[src/rtl/pipelined_multiplier.sv]
// Pipelined signed/unsigned multiplier with per-operation high/low half select and tag passthrough.
// All stages shift together on a single advance condition; the last stage holds the selected result.
module pipelined_multiplier #(
    parameter int DATA_LEN       = 32,
    parameter int PIPELINE_STAGE = 2,
    parameter int TAG_LEN        = 4
) (
    input  logic                clk,
    input  logic                reset,
    input  logic                in_valid,
    output logic                in_ready,
    input  logic [DATA_LEN-1:0] a,
    input  logic [DATA_LEN-1:0] b,
    input  logic                in_signed,
    input  logic                in_high,
    input  logic [TAG_LEN-1:0]  in_tag,
    output logic                out_valid,
    input  logic                out_ready,
    output logic [DATA_LEN-1:0] result,
    output logic [TAG_LEN-1:0]  out_tag
);

    localparam int PROD_LEN = 2 * DATA_LEN;
    localparam int MID_LEN  = (PIPELINE_STAGE > 1) ? PIPELINE_STAGE - 1 : 1;

    function automatic logic [PROD_LEN-1:0] full_product(
        input logic [DATA_LEN-1:0] x,
        input logic [DATA_LEN-1:0] y,
        input logic                sgn
    );
        logic [PROD_LEN-1:0] x_ext;
        logic [PROD_LEN-1:0] y_ext;
        x_ext = {{DATA_LEN{sgn & x[DATA_LEN-1]}}, x};
        y_ext = {{DATA_LEN{sgn & y[DATA_LEN-1]}}, y};
        return x_ext * y_ext;
    endfunction

    logic                advance_s;
    logic [PROD_LEN-1:0] in_prod_s;
    logic                feed_valid_s;
    logic [PROD_LEN-1:0] feed_prod_s;
    logic                feed_high_s;
    logic [TAG_LEN-1:0]  feed_tag_s;

    logic                out_valid_q, out_valid_d;
    logic [DATA_LEN-1:0] result_q,    result_d;
    logic [TAG_LEN-1:0]  out_tag_q,   out_tag_d;

    // Whole pipeline moves whenever the output slot is empty or being drained.
    assign advance_s = !out_valid_q || out_ready;
    assign in_ready  = advance_s;

    // Full-width product of the operands currently presented.
    always_comb begin
        in_prod_s = full_product(a, b, in_signed);
    end

    generate
        if (PIPELINE_STAGE > 1) begin : g_mid
            logic                mid_valid_q [MID_LEN];
            logic                mid_valid_d [MID_LEN];
            logic [PROD_LEN-1:0] mid_prod_q  [MID_LEN];
            logic [PROD_LEN-1:0] mid_prod_d  [MID_LEN];
            logic                mid_high_q  [MID_LEN];
            logic                mid_high_d  [MID_LEN];
            logic [TAG_LEN-1:0]  mid_tag_q   [MID_LEN];
            logic [TAG_LEN-1:0]  mid_tag_d   [MID_LEN];

            // Next-state of the intermediate product stages; payload only moves with a valid op.
            always_comb begin
                mid_valid_d[0] = advance_s ? in_valid : mid_valid_q[0];
                if (advance_s && in_valid) begin
                    mid_prod_d[0] = in_prod_s;
                    mid_high_d[0] = in_high;
                    mid_tag_d[0]  = in_tag;
                end else begin
                    mid_prod_d[0] = mid_prod_q[0];
                    mid_high_d[0] = mid_high_q[0];
                    mid_tag_d[0]  = mid_tag_q[0];
                end
                for (int i = 1; i < MID_LEN; i++) begin
                    mid_valid_d[i] = advance_s ? mid_valid_q[i-1] : mid_valid_q[i];
                    if (advance_s && mid_valid_q[i-1]) begin
                        mid_prod_d[i] = mid_prod_q[i-1];
                        mid_high_d[i] = mid_high_q[i-1];
                        mid_tag_d[i]  = mid_tag_q[i-1];
                    end else begin
                        mid_prod_d[i] = mid_prod_q[i];
                        mid_high_d[i] = mid_high_q[i];
                        mid_tag_d[i]  = mid_tag_q[i];
                    end
                end
            end

            // Intermediate stage registers.
            always_ff @(posedge clk or posedge reset) begin
                if (reset) begin
                    for (int i = 0; i < MID_LEN; i++) begin
                        mid_valid_q[i] <= 1'b0;
                        mid_prod_q[i]  <= {PROD_LEN{1'b0}};
                        mid_high_q[i]  <= 1'b0;
                        mid_tag_q[i]   <= {TAG_LEN{1'b0}};
                    end
                end else begin
                    for (int i = 0; i < MID_LEN; i++) begin
                        mid_valid_q[i] <= mid_valid_d[i];
                        mid_prod_q[i]  <= mid_prod_d[i];
                        mid_high_q[i]  <= mid_high_d[i];
                        mid_tag_q[i]   <= mid_tag_d[i];
                    end
                end
            end

            assign feed_valid_s = mid_valid_q[MID_LEN-1];
            assign feed_prod_s  = mid_prod_q[MID_LEN-1];
            assign feed_high_s  = mid_high_q[MID_LEN-1];
            assign feed_tag_s   = mid_tag_q[MID_LEN-1];
        end else begin : g_direct
            assign feed_valid_s = in_valid;
            assign feed_prod_s  = in_prod_s;
            assign feed_high_s  = in_high;
            assign feed_tag_s   = in_tag;
        end
    endgenerate

    // Output stage: bubbles clear out_valid but leave the last result and tag in place.
    always_comb begin
        out_valid_d = out_valid_q;
        result_d    = result_q;
        out_tag_d   = out_tag_q;
        if (advance_s) begin
            out_valid_d = feed_valid_s;
            if (feed_valid_s) begin
                result_d  = feed_high_s ? feed_prod_s[PROD_LEN-1:DATA_LEN]
                                        : feed_prod_s[DATA_LEN-1:0];
                out_tag_d = feed_tag_s;
            end else begin
                result_d  = result_q;
                out_tag_d = out_tag_q;
            end
        end else begin
            out_valid_d = out_valid_q;
        end
    end

    // Output registers.
    always_ff @(posedge clk or posedge reset) begin
        if (reset) begin
            out_valid_q <= 1'b0;
            result_q    <= {DATA_LEN{1'b0}};
            out_tag_q   <= {TAG_LEN{1'b0}};
        end else begin
            out_valid_q <= out_valid_d;
            result_q    <= result_d;
            out_tag_q   <= out_tag_d;
        end
    end

    assign out_valid = out_valid_q;
    assign result    = result_q;
    assign out_tag   = out_tag_q;

endmodule

[config.mk]
export PLATFORM = sky130hd
export DESIGN_NAME = pipelined_multiplier
export DESIGN_NICKNAME = d
export VERILOG_FILES = /design/src/rtl/pipelined_multiplier.sv
export SDC_FILE = /design/constraint.sdc
export NUM_CORES = 2
export LEC_CHECK = 0
export ABC_AREA = 1
export BUFFER_PORTS_ARGS = -buffer_cell sky130_fd_sc_hd__buf_2
export CAP_MARGIN = 10
export CELL_PAD_IN_SITES_DETAIL_PLACEMENT = 0
export CELL_PAD_IN_SITES_GLOBAL_PLACEMENT = 1
export CORE_MARGIN = 5
export CORE_UTILIZATION = 46
export DETAILED_ROUTE_END_ITERATION = 10
export GPL_ROUTABILITY_DRIVEN = 0
export PLACE_DENSITY = 0.91
export SETUP_SLACK_MARGIN = 0.15
export SLEW_MARGIN = 20
export SYNTH_ARGS = -nofsm -noshare
export SYNTH_HDL_FRONTEND = slang
export SYNTH_SLANG_ARGS = --single-unit
[constraint.sdc]
create_clock -name clk -period 3.73 [get_ports clk]
set_input_delay 0.746 -clock clk [delete_from_list [all_inputs] [get_ports clk]]
set_output_delay 0.746 -clock clk [all_outputs]
set_load 0.1 [all_outputs]
# Word-level counts from Yosys, hierarchy flattened
# Index checks and enable logic that the tools add are counted.
# word_totals
regBits	107
inputBits	74
# op_classes
mul	1
n_mux	1
n_bitwise	2
n_reduce_logical	4
# op_table
cell	count
multiplier 33 x 33 -> 64 bit	1
2-to-1 mux 32 bit	1
AND 1 bit	2
AND reduction 2 bit	1
logical AND 1 bit	1
logical NOT 1 bit	1
logical OR 1 bit	1

# Logic depth before layout (Yosys ltp)
# depth
word_depth	3
mapped_depth	35

# Worst setup path after synthesis
# No wires, ideal clock.
# synth_path
path_kind	input to register
startpoint	in a[31]
endpoint	reg g_mid.mid_prod_q, in the netlist feed_prod_s[59]
setup_ns	0.117
t_arrival_ns	7.694
t_required_ns	3.613
slack_ns	-4.081
cell_stages	34
n_path_buf	2
path_cell_list	buf_2 -> nand2_4 -> inv_2 -> clkbuf_1 -> nand2_1 -> inv_1 -> fa_1 -> inv_1 -> fa_1 -> inv_1 -> fa_1 -> inv_1 -> fa_1 -> inv_1 -> fa_1 -> fa_1 -> inv_1 -> fa_1 -> fa_1 -> inv_1 -> ha_1 -> nand2_1 -> nor2_1 -> inv_1 -> nor2_1 -> inv_1 -> nor2_1 -> inv_1 -> nor2_1 -> nor2_1 -> nand2_1 -> nand2_1 -> nand3_1 -> nand2_1
# synth_via
elab_chain_cells	2
# synth_rtl
item	line_no	source
from (decl)	12	input logic [DATA_LEN-1:0] a,
AND 1 bit	33	x_ext = {{DATA_LEN{sgn & x[DATA_LEN-1]}}, x};
multiplier 33 x 33 -> 64 bit *	35	return x_ext * y_ext;
to (signal, indexed assignment)	100	mid_prod_q[i] <= {PROD_LEN{1'b0}};
to (signal, indexed assignment)	107	mid_prod_q[i] <= mid_prod_d[i];
to (decl)	62	logic [PROD_LEN-1:0] mid_prod_q [MID_LEN];
# Mark *: on every way between the ends. The rest lies on a longest branch, timed or not.
# A chain may end at the register's enable or synchronous reset.

# Final worst setup path
# layout_path
startpoint	in a[31]
endpoint	reg g_mid.mid_prod_q, in the netlist feed_prod_s[44]
# The elaborated chain is that of the path after synthesis.

==> results by group <==
Timing
  – Slew of the pin with the lowest slew margin: 1.03 ns
  – Relative slew slack: 31.6%
  – Final setup violation count: 59
  – Clock skew: 0.0105 ns
  – RSZ-0062 raised after global routing: yes
  – Tcrit/Tclk final: 195%
  – Fin worst setup slack: -3.53 ns
  – Slew Viols, Final: 0
  – Min Tclk post-route: 7.26 ns
  – Final Hold Fails: 0
  – Max Freq: 138 MHz

GRT
  – Antenna violations before repair: 2
  – GRT Residual Overflow: 0
  – Largest net degree at the start of global routing: 66
  – First-pass GRT wire length: 218 mm
  – Vias in the first global route: 41200
  – GRT Util Overall: 26.5%

Layout
  – Share of layout cells above drive strength 1: 25.6%
  – Finished Cell Area: 56300 µm²
  – Final nets: 7470
  – Final core occ: 59.2%
  – Area growth syn-to-layout: 27.6%
  – Commonest non-fill, non-tap cell in the layout: inv_1
  – Most frequent cells in the layout: inv_1, nand2_1, fa_1

CTS
  – Clock buffer depth: 2
  – CTS tree: done
  – Clock sinks: 107
  – Worst-path clk slew: 0.08 ns
  – # hold bufs at CTS: 0
  – Clock latency on the worst-skew pair: 0.35 ns
  – H-tree depth: 3
  – Total CTS buffers: 9
  – Root buf cell: clkbuf_16

Detailed routing
  – Final ANT Viol Nets: 0
  – Residual DRC count: 0
  – 1st-iter DRT viols: 3255
  – Final WL: 136 mm
  – DR vias/cell: 5.11
  – Routed vias: 37500
  – First-pass DRT Iterations: 7
  – Drt wl/cell: 18.5 µm

Worst setup path
  – Crit path max-delay family: adder cells
  – Crit path to: feed_prod_s[44]
  – Reg-to-reg setup timing slack: 1.57 ns
  – Max Fanout on Critical Path: 4
  – Critical-path top delay cell: fa_2
  – Worst setup SP type: input port
  – CP required: 4.01 ns
  – Setup CP Type: in -> reg
  – R2R cell count: 8
  – Worst path bufs/invs: 10
  – RR Startpoint: out_valid
  – Stages on the worst setup path: 29
  – CP max stage delay: 0.64 ns
  – Crit path DAT: 7.54 ns
  – CP Capture Type: register
  – Setup crit start: a[31]
  – FF-to-FF End: feed_prod_s[8]

Place
  – Port buffer count: 111
  – Placed instance area: 51700 µm²
  – Detailed placer's ending HPWL: 112 mm
  – Post-Place Worst Slack: -3.98 ns

Yosys
  – Top cell type by total area after synthesis: fa_1
  – Synthesized Nets: 6944
  – Seq/Total Area, Yosys: 6.07%
  – Mean Syn Cell Area: 7.97 µm²
  – Flops & latches, synth: 107
  – Cells after Synth: 5533
  – Post-synthesis async set-or-reset flop share: 100%
  – Post-synth EDFFs: 0
  – Warnings, synthesis: 0
  – Synth unique cells: 39
  – Ranking of synthesized cells by area: fa_1, inv_1, nand2_1, dfrtp_1, ha_1
  – Synthesized cell area: 44100 µm²
  – Yosys top cell area share: 51.0%
  – Main synth FF type: dfrtp_1

Floorplanning
  – DIE WIDTH: 320 µm
  – Die Y: 320 µm
  – Core Footprint: 95200 µm²
  – Ports: 112
  – Starting Density: 46.4%
  – Die ar.: 102000 µm²
  – Rows: 113

Outcome
  – Status: finished, violations left
  – Failing checks: negative setup slack

Run
  – Max-cap violations: 0

Hold path
  – Hold path cells: 2
  – Hold WC Path Type: reg -> reg
[logic make-up after synthesis]
family          share of synthesized area [%]
flops                                    6.07
xor+xnor                                0.437
buf+inv                                  16.4
simple gates                             17.0
compound gates                           3.01
fa+ha+maj                                57.1
[timing repair]
item | 4_1_cts | 5_1_grt
setup buffers | 55 | 40
pin swaps | 233 | 192
gates cloned | 7 | 3
setup endpoints to repair | 59 | 59
gates resized for setup | 585 | 324
[worst min path at each step]
stage             startpoint            end
3_5_place_dp      out_tag[1]     out_tag[1]
5_1_grt        feed_tag_s[1]  feed_tag_s[1]
2_1_floorplan   feed_valid_s      out_valid
6_report          out_tag[3]     out_tag[3]
4_1_cts           out_tag[1]     out_tag[1]
3_3_place_gp    feed_valid_s      out_valid
[routing by layer]
layer / vias to the layer above / track usage [%] / wire length, µm
met3: 491 / 3.16 / 9180
li1: 16500 / - / -
met5: - / 0 / 11
met2: 1624 / 46.1 / 67500
met4: 2 / 11.3 / 8070
met1: 18900 / 33.6 / 51000
[tightest hold or removal path, delay by kind of cell (launching register included)]
kind | cells | cell delay, ns
flops | 1 | 0.35
simple gates | 2 | 0.09
[cells in the mapped netlist (7+ instances only)]
cell type / instances
nand3_2: 7
dfrtp_1: 107
nand4_1: 18
nor2_1: 186
xnor2_1: 18
nand3_1: 111
nor3_1: 14
o21ai_0: 126
inv_1: 1629
a31oi_1: 9
or2_2: 10
nand3b_1: 8
clkbuf_1: 280
buf_2: 8
nor2_2: 11
o21ai_1: 14
or2_1: 11
o21bai_1: 10
a21oi_1: 80
nand2_1: 1504
fa_1: 1125
ha_1: 212
[per-stage QoR]
stage	TNS, ns	hold WS [ns]	std cells
floorplan	-159.62	0.432	5533
global placement	-202.37	0.448	7208
detailed placement	-205.45	0.453	7208
CTS	-172.05	0.474	7286
global route	-184.79	0.504	7330
finish	-175.33	0.472	7330
[flip-flops by register name (all words and copies together) (netlist names)]
signal        flops
feed_prod_s      64
result           32
feed_valid_s      1
out_tag           4
feed_tag_s        4
feed_high_s       1
out_valid         1
[cell type report]
type | instances | area, µm²
inverter | 1635 | 6190
antenna | 1 | 2.50
timing repair buffer | 804 | 7670
clock inverter | 6 | 58.8
sequential | 107 | 2680
clock buffer | 10 | 229
fill | 7706 | 38900
tap | 1265 | 1580
multi-input combinational | 3502 | 37900
Power is not shown: default switching activity piles up to over one toggle a cycle in this logic, so the estimate is an artifact.
